## config.mk

```make
export PLATFORM = sky130hd
export DESIGN_NAME = wb_port_arbiter
export DESIGN_NICKNAME = d
export VERILOG_FILES = /design/src/rtl/wb_arb_pkg.sv /design/src/rtl/wb_req_fifo.sv /design/src/rtl/wb_port_arbiter.sv
export SDC_FILE = /design/constraint.sdc
export NUM_CORES = 1
export LEC_CHECK = 0
export CORE_MARGIN = 5
export CORE_UTILIZATION = 59
export DETAILED_ROUTE_END_ITERATION = 12
export PLACE_DENSITY_LB_ADDON = 0.12
export SLEW_MARGIN = 20
export SYNTH_ARGS = -nofsm -noshare
export SYNTH_HDL_FRONTEND = slang
export SYNTH_SLANG_ARGS = --single-unit
```

## constraint.sdc

```tcl
create_clock -name clk -period 8 [get_ports clk]
set_input_delay 1.6 -clock clk [delete_from_list [all_inputs] [get_ports clk]]
set_output_delay 1.6 -clock clk [all_outputs]
set_load 0.05 [all_outputs]
```

## src/rtl/wb_arb_pkg.sv

```systemverilog
// Shared types and constants for the write-back port arbiter.
// Latency: n/a (declarations only).
// Backpressure: n/a (declarations only).
package wb_arb_pkg;

  localparam int WB_N_REQ = 4;   // requesters: mul, alu1, alu2, ld
  localparam int WB_DEPTH = 2;   // entries per requester FIFO (power of two)
  localparam int WB_DW    = 16;  // result data width
  localparam int WB_PW    = 6;   // physical register number width
  localparam int WB_RW    = 6;   // ROB index width
  localparam int WB_IW    = 2;   // requester index width

  localparam int REQ_MUL  = 0;
  localparam int REQ_ALU1 = 1;
  localparam int REQ_ALU2 = 2;
  localparam int REQ_LD   = 3;

  typedef struct packed {
    logic [WB_PW-1:0] pdst;
    logic [WB_DW-1:0] data;
    logic [WB_RW-1:0] rob;
  } wb_entry_t;

  // Requester index base+ofs, wrapping modulo the requester count.
  function automatic logic [WB_IW-1:0] wb_wrap_add(input logic [WB_IW-1:0] base,
                                                   input int unsigned ofs);
    int unsigned sum;
    sum = 32'(base) + ofs;
    return WB_IW'(sum % WB_N_REQ);
  endfunction

endpackage

```

## src/rtl/wb_req_fifo.sv

```systemverilog
// Per-requester result FIFO holding completed results until a write port is granted.
// Latency: a push is visible at head the cycle after the push edge.
// Backpressure: owner must gate push with count < DEPTH; flush/rst empty it in one edge.
module wb_req_fifo
  import wb_arb_pkg::*;
#(
  parameter int DEPTH = WB_DEPTH,
  parameter int CW    = $clog2(DEPTH + 1)
) (
  input  logic          clk,
  input  logic          rst,
  input  logic          flush,
  input  logic          push,
  input  wb_entry_t     push_ent,
  input  logic          pop,
  output wb_entry_t     head,
  output logic [CW-1:0] count,
  output logic          empty
);

  // DEPTH is a power of two, so the pointers wrap by natural overflow.
  localparam int AW = (DEPTH > 1) ? $clog2(DEPTH) : 1;

  wb_entry_t     mem [DEPTH];
  logic [AW-1:0] wr_ptr;
  logic [AW-1:0] rd_ptr;

  // Storage needs no reset; validity is tracked by count alone.
  always_ff @(posedge clk) begin
    if (push) mem[wr_ptr] <= push_ent;
  end

  // Pointer and occupancy tracking; flush behaves like reset.
  always_ff @(posedge clk) begin
    if (rst || flush) begin
      wr_ptr <= '0;
      rd_ptr <= '0;
      count  <= '0;
    end else begin
      if (push) wr_ptr <= wr_ptr + 1'b1;
      if (pop)  rd_ptr <= rd_ptr + 1'b1;
      count <= count + CW'(push) - CW'(pop);
    end
  end

  assign head  = mem[rd_ptr];
  assign empty = (count == '0);

endmodule

```

## src/rtl/wb_port_arbiter.sv

```systemverilog
// Shares the two register-file write ports among mul/alu1/alu2/ld results, round-robin, 2 grants/cycle.
// Latency: 2 cycles push-to-write; 1 cycle for a bypassed result when WB_BYPASS_EN is defined.
// Backpressure: req_rdy[i] = FIFO i not full (registered state only); flush drops everything buffered.
module wb_port_arbiter
  import wb_arb_pkg::*;
#(
  parameter int N_REQ = WB_N_REQ,
  parameter int DEPTH = WB_DEPTH,
  parameter int DW    = WB_DW,
  parameter int PW    = WB_PW,
  parameter int RW    = WB_RW
) (
  input  logic              clk,
  input  logic              rst,
  input  logic              flush,
  input  logic [N_REQ-1:0]  req_vld,
  output logic [N_REQ-1:0]  req_rdy,
  input  logic [N_REQ*PW-1:0] req_pdst,
  input  logic [N_REQ*DW-1:0] req_data,
  input  logic [N_REQ*RW-1:0] req_rob,
  output logic              wrt0_vld,
  output logic [PW-1:0]     wrt0_pnum,
  output logic [DW-1:0]     wrt0_data,
  output logic              wrt1_vld,
  output logic [PW-1:0]     wrt1_pnum,
  output logic [DW-1:0]     wrt1_data,
  output logic [RW-1:0]     done0_rob,
  output logic [RW-1:0]     done1_rob,
  output logic [1:0]        rr_ptr_o
);

  localparam int CW = $clog2(DEPTH + 1);

  wb_entry_t        in_ent   [N_REQ];
  wb_entry_t        head     [N_REQ];
  wb_entry_t        cand_ent [N_REQ];
  logic [CW-1:0]    fifo_cnt [N_REQ];
  logic [N_REQ-1:0] fifo_empty;
  logic [N_REQ-1:0] cand_vld;
  logic [N_REQ-1:0] push;
  logic [N_REQ-1:0] pop;
  logic [N_REQ-1:0] byp;

  logic [WB_IW-1:0] rr_ptr;
  logic             g0_vld, g1_vld;
  logic [WB_IW-1:0] g0_idx, g1_idx, scan_idx, rr_nxt;
  wb_entry_t        g0_ent, g1_ent;

  logic             out0_vld, out1_vld;
  wb_entry_t        out0_ent, out1_ent;

  for (genvar i = 0; i < N_REQ; i++) begin : g_req
    assign in_ent[i] = '{pdst: req_pdst[i*PW +: PW],
                         data: req_data[i*DW +: DW],
                         rob:  req_rob[i*RW +: RW]};
    assign req_rdy[i] = (fifo_cnt[i] < CW'(DEPTH));
    // A bypassed result never enters the FIFO.
    assign push[i]    = req_vld[i] & req_rdy[i] & ~byp[i];

    wb_req_fifo #(.DEPTH(DEPTH), .CW(CW)) u_fifo (
      .clk      (clk),
      .rst      (rst),
      .flush    (flush),
      .push     (push[i]),
      .push_ent (in_ent[i]),
      .pop      (pop[i]),
      .head     (head[i]),
      .count    (fifo_cnt[i]),
      .empty    (fifo_empty[i])
    );
  end

  // Candidate per requester: FIFO head, or the incoming result when bypass is enabled and the FIFO is empty.
  always_comb begin
    cand_vld = '0;
    for (int i = 0; i < N_REQ; i++) begin
`ifdef WB_BYPASS_EN
      cand_vld[i] = ~fifo_empty[i] | req_vld[i];
      cand_ent[i] = fifo_empty[i] ? in_ent[i] : head[i];
`else
      cand_vld[i] = ~fifo_empty[i];
      cand_ent[i] = head[i];
`endif
    end
  end

  // Round-robin scan from rr_ptr: first candidate to port 0, next one to port 1.
  always_comb begin
    g0_vld   = 1'b0;
    g1_vld   = 1'b0;
    g0_idx   = '0;
    g1_idx   = '0;
    scan_idx = '0;
    for (int k = 0; k < N_REQ; k++) begin
      scan_idx = wb_wrap_add(rr_ptr, k);
      if (cand_vld[scan_idx]) begin
        if (!g0_vld) begin
          g0_vld = 1'b1;
          g0_idx = scan_idx;
        end else if (!g1_vld) begin
          g1_vld = 1'b1;
          g1_idx = scan_idx;
        end
      end
    end
    g0_ent = cand_ent[g0_idx];
    g1_ent = cand_ent[g1_idx];
    rr_nxt = wb_wrap_add(g1_vld ? g1_idx : g0_idx, 1);
  end

  // Each grant consumes exactly one result: pop a stored head, or mark the incoming one as bypassed.
  always_comb begin
    pop = '0;
    byp = '0;
    if (g0_vld) begin
      if (fifo_empty[g0_idx]) byp[g0_idx] = 1'b1;
      else                    pop[g0_idx] = 1'b1;
    end
    if (g1_vld) begin
      if (fifo_empty[g1_idx]) byp[g1_idx] = 1'b1;
      else                    pop[g1_idx] = 1'b1;
    end
  end

  // Registered write ports and round-robin pointer; flush kills outputs but keeps rr_ptr.
  always_ff @(posedge clk) begin
    if (rst) begin
      out0_vld <= 1'b0;
      out1_vld <= 1'b0;
      out0_ent <= '0;
      out1_ent <= '0;
      rr_ptr   <= '0;
    end else if (flush) begin
      out0_vld <= 1'b0;
      out1_vld <= 1'b0;
      out0_ent <= '0;
      out1_ent <= '0;
    end else begin
      out0_vld <= g0_vld;
      out1_vld <= g1_vld;
      out0_ent <= g0_vld ? g0_ent : '0;
      out1_ent <= g1_vld ? g1_ent : '0;
      if (g0_vld) rr_ptr <= rr_nxt;
    end
  end

  assign wrt0_vld  = out0_vld;
  assign wrt0_pnum = out0_ent.pdst;
  assign wrt0_data = out0_ent.data;
  assign done0_rob = out0_ent.rob;
  assign wrt1_vld  = out1_vld;
  assign wrt1_pnum = out1_ent.pdst;
  assign wrt1_data = out1_ent.data;
  assign done1_rob = out1_ent.rob;
  assign rr_ptr_o  = rr_ptr;

endmodule

```

* Word level (Yosys, flattened, before mapping)
Memories as Yosys holds them, arrays and structs flattened. A register that Yosys moved wholly into a read port is not among the register bits.
Cells that the tools add are included.
** Word-level totals
- Memory bits (writable) :: 224
- Register bits after elaboration :: 76
- Memories :: 4
** Memory list
- g_req[0].u_fifo.mem :: depth 2, bits a word 28, rd ports 1, clocked after Yosys merged registers in 1, wr ports 1, line wb_req_fifo.sv:24 : wb_entry_t mem [DEPTH];
- g_req[1].u_fifo.mem :: depth 2, bits a word 28, rd ports 1, clocked after Yosys merged registers in 1, wr ports 1, line wb_req_fifo.sv:24
- g_req[2].u_fifo.mem :: depth 2, bits a word 28, rd ports 1, clocked after Yosys merged registers in 1, wr ports 1, line wb_req_fifo.sv:24
- g_req[3].u_fifo.mem :: depth 2, bits a word 28, rd ports 1, clocked after Yosys merged registers in 1, wr ports 1, line wb_req_fifo.sv:24
** Operators by class
- Add/subtract/negate cells :: 20
- Bitwise logic cells :: 23
- Reduce and logical (&&, ||, !) cells :: 11
- Order comparisons :: 14
- Muxes and demuxes :: 72
** Operators with widths (count)
- $bmux 28 s2 :: 2
- $mux 28 :: 4
- $mux 1 :: 34
- $mux 2 :: 16
- $mux 4 :: 8
- $lt 2x3->1 const B :: 6
- $bmux 1 s2 :: 6
- $not 1->1 :: 11
- $add 1x1->1 const B :: 8
- $add 2x1->2 :: 4
- $and 1x1->1 :: 8
- $logic_not 2->1 :: 4
- $lt 2x2->1 const B :: 4
- $or 4x4->4 :: 2
- $sub 2x1->2 :: 4
- $ge 3x3->1 const B :: 2
- $not 2->3 :: 2
- $reduce_or 3->1 :: 2
- $add 2x1->2 const B :: 2
- $add 2x2->2 const B :: 2
- $demux 1 s2 :: 2
- $ge 2x1->1 const B :: 2
- $logic_and 1x1->1 :: 2
- $reduce_and 2->1 :: 1
- other kinds (2) :: 2

* Logic depth before layout (Yosys ltp)
- Depth after elaboration :: 24
- Gate-level depth with buffers :: 15
- Gate-level depth less buffers :: 12

* Cells and area by module
A second synthesis with hierarchy kept.
** Second synthesis, totals
- Cell total of the unflattened synthesis :: 809
- Area, all modules :: 13367.8 um2
** By module, submodules not included
- wb_req_fifo :: instances 4, cells each 107, area an instance 2339.7 um2, sequential area each 1781.7 um2
- wb_port_arbiter :: instances 1, cells each 381, area an instance 4008.8 um2, sequential area each 1201.2 um2

* Worst setup path after synthesis
Ideal clock, no wire load.
- Kind :: reg-to-reg
- Start :: register rr_ptr[0] (netlist: rr_ptr_o[0])
- End :: memory g_req[3].u_fifo.mem[1][0] (netlist bit) (enable)
- Slack :: 2.999 ns
- Arrival time :: 4.546 ns
- Setup time :: 0.454 ns
- Buffers on the path :: 0
- Data required time :: 7.546 ns
- Cell stages (with the launch flop) :: 8
- Cell sequence :: dfxtp_1 -> inv_1 -> mux4_2 -> ha_1 -> mux2_4 -> o21ai_0 -> o311ai_0 -> nor3b_1
** Between the ends
- Longest elaborated chain between the ends :: 22
** RTL lines
- start, declared :: line wb_port_arbiter.sv:44 : logic [WB_IW-1:0] rr_ptr;
- start signal, assigned :: line wb_port_arbiter.sv:143 : if (g0_vld) rr_ptr <= rr_nxt;
- parallel branches: the longest is 17 deep, another holds $lt 2x3->1
- $mux 4 (*) :: line wb_port_arbiter.sv:119 : if (g1_vld) begin
- $not 1->1 (*) :: line wb_port_arbiter.sv:58 : assign push[i] = req_vld[i] & req_rdy[i] & ~byp[i];
- $and 1x1->1 (*) :: line wb_port_arbiter.sv:58
- $mux 1 (*) :: line wb_req_fifo.sv:30 : if (push) mem[wr_ptr] <= push_ent;
- $mux 1 (not written as such) (*) :: line wb_req_fifo.sv:30
- end, declared :: line wb_req_fifo.sv:24
Every way passes the cells marked *. The select of a mux whose other input is x is not followed.

* Final worst setup path
- Start :: register rr_ptr[0] (netlist: rr_ptr_o[0])
- End :: memory g_req[3].u_fifo.mem[0][1] (netlist bit) (enable)
Same word-level chain as after synthesis.

==> flow_summary.toml <==
[clock_network]
clock-sinks = 304
cts_buffers = 29
h-tree-depth = 1
clockRootBuffer = "clkbuf_16"
cts_tree = "yes"
clkTransAtPathRegs_ns = 0.06
worstSkewPairLatency_ns = 0.56
cts_resized = 0
post_cts_buffers = 0
clock_tree.buffer_depth = 3
cts_hold_buf = 0

[detailed_routing]
via_per_inst = 6.349
ant_nets = 0
drt_iter0_drc = 1346
wl_mm = 36.40
drc = 0
wl_per_cell_um = 23.48
via_count = 9841
drt_first_pass_iters = 6

[setup_path]
end_kind = "flop"
required_ns = 8.22
crit_top_cell = "buf_4"
crit_type = "flop to flop"
crit_chain = "inv_1, mux4_2, ha_1, o21bai_2, or3b_2, buf_4, a311oi_2, nor3_2, buf_4"
cp_max_fo = 62
critPathArrivalTime_ns = 5.16
max_stage_delay_ns = 0.92
start_kind = "flop"
critPathSlowestCell = "nor3_2"

[flow_run]
cap_viol_max_count = 0

[sta]
fmax_mhz = 202.4
period_minus_slack_ns = 4.941
worst_pin_slew_ns = 1.090
grt_setup_unrepaired = "false"
setup_viol = 0
finalCritPeriodShare_pct = 61.76
relSlewSlack_pct = 26.92
final.setup_skew_ns = 0.009398
final_hold_viol_count = 0
drv_slew = 0
final.setup.tns_ns = 0

[global_route]
grtUsageTotal_pct = 27.51
grt_overflow = 0
grt_max_degree = 63
grt_pass1_wl_mm = 55.40
grt_pass1_vias = 9426
antenna_found_initial = 0

[floorplan]
die_area_mm2 = 0.02564
core_area_mm2 = 0.02243
die_width_um = 160.1
rows = 55
initial_core_util_pct = 59.27
io_pins = 183
die_h_um = 160.1

[synth]
synth_edf_count = 224
syn_nets = 1235
ys.flop_type = "edfxtp_1"
yosys_warnings = 0
synth_area_leaders = "edfxtp_1 51%, dfxtp_1 12%, mux2i_1 8.9%"
syn_area_mm2 = 0.01330
synth_top_area_share_pct = 50.58
yosysSeqAreaShare_pct = 62.63
synth.avg_cell_area_um2 = 11.98
synth_top_cell_by_area = "edfxtp_1"
synth.most_common_cell = "edfxtp_1"
synth_cells = 1110
synth-seq-cells = 304
async_flop_share_pct = 0
synth.distinct_cells = 69
yosys-top-cells-count = "224 x edfxtp_1, 127 x nand2_1, 118 x mux2i_1, 91 x nand3_1, 80 x dfxtp_1"

[power]
power_density_mw_per_mm2 = 384.8
peakVddDrop_uv = 299.9
p_leak_nw = 5.567

[layout]
syn_to_final_growth_pct = 22.05
fin_nets = 1367
layout.cells.non_filler = 1550
n_fill_cell = 1523
diodes = 0
drive_gt1_share_pct = 8.063

[placed_design]
place.port_buffers = 182
hpwl_mm = 23.51
place_congestion = 0.8746
place_inst = 1495

[hold_path]
hp-class = "flop to flop"

[outcome]
status = "finished, final reports clean"
[state kept, by name (all words and copies together) (netlist names), 2 cells and up, named ones only]
signal and count:
g_req.u_fifo.wr_ptr 4, rr_ptr_o 2, g_req.u_fifo.mem 224, g_req.u_fifo.rd_ptr 4, wrt0_data 16, wrt0_pnum 6
wrt1_pnum 6, g_req.u_fifo.count 8, done0_rob 6, wrt1_data 16, done1_rob 6
[where the power goes]
group,internal (mW),switching (mW)
Combinational,0.843,1.76
Clock,0.802,0.586
Sequential,2.08,0.177
Total,3.72,2.52
[cells in the final DEF (no fill, tap or decap), types with 28 or more instances in the layout]
| cell type | instances |
|---|---|
| edfxtp_1 | 224 |
| clkdlybuf4s50_1 | 182 |
| nand2_1 | 127 |
| mux2i_1 | 118 |
| nand3_1 | 91 |
| dfxtp_1 | 76 |
| a21oi_1 | 66 |
| o21ai_0 | 32 |
| nor4_1 | 31 |
| clkbuf_16 | 31 |
| nand4_1 | 30 |
| a31oi_1 | 30 |
| o31ai_1 | 28 |
[layout make-up]
| class | count | area (µm²) | share of cell area (%) |
|---|---|---|---|
| repair buffers | 198 | 1946 | 11.99 |
| clock buffers | 37 | 828.3 | 5.104 |
| clock inverters | 17 | 158.9 | 0.9791 |
| multi-input cells | 695 | 4554 | 28.06 |
| flip-flops and latches | 304 | 8333 | 51.35 |
| inverters | 14 | 52.55 | 0.3238 |
| well taps | 285 | 356.6 | 2.197 |
[metrics by stage]
step                      instance area (µm²)  power, mW  setup slack (ns)  util (%)  hold slack [ns]
final                                   16230      6.245             3.059     72.34           0.4820
after global routing                    16230      6.558             2.889     72.34           0.5127
after CTS                               16210      6.219             3.129     72.26           0.4827
after detailed placement                15220      4.832             3.128     67.86           0.4809
after global placement                  15220      4.790             3.253     67.86           0.4557
after floorplan                         13300      4.053             3.000         -           0.4523
[worst max-delay path, delay by kind of cell (launching register included)]
kind            cells  cell delay (ns)
compound gates      2             0.46
fa+ha+maj           1             0.21
buf+inv             3             1.30
flops               1             0.90
simple gates        2             1.11
mux                 1             0.55
[path summary, 6_finish.rpt]
kind | from | endpoint | slack (ns) | cells after the start
worst min register to register | g_req[3].u_fifo.rd_ptr | flop | 0.48 | 2
worst max register to register | rr_ptr_o[0] | g_req[3].u_fifo.mem[0][1] | 3.06 | 9
worst min-delay path | g_req[3].u_fifo.rd_ptr | flop | 0.48 | 2
worst max-delay path | rr_ptr_o[0] | g_req[3].u_fifo.mem[0][1] | 3.06 | 9
[routing by layer]
layer	part of all wire [%]	up-vias	global-route usage [%]
li1	-	4460	-
met1	40	4669	38.44
met2	48	621	45.74
met3	9.5	91	3.948
met4	2.8	0	7.274
met5	0	-	0
[cells by family (layout without fill, tap and decap cells)]
group / Yosys count / after routing / synth area share, %
buffers and inverters: 111 / 266 / 3.839
xor gates and xnor gates: 8 / 8 / 0.5269
DFF: 304 / 304 / 62.63
muxes: 121 / 121 / 9.334
and+or+nand+nor: 356 / 356 / 13.14
AOI/OAI and AO/OA: 204 / 204 / 9.974
adders and majority gates: 6 / 6 / 0.5645
Power figures use the tool's default switching activity.
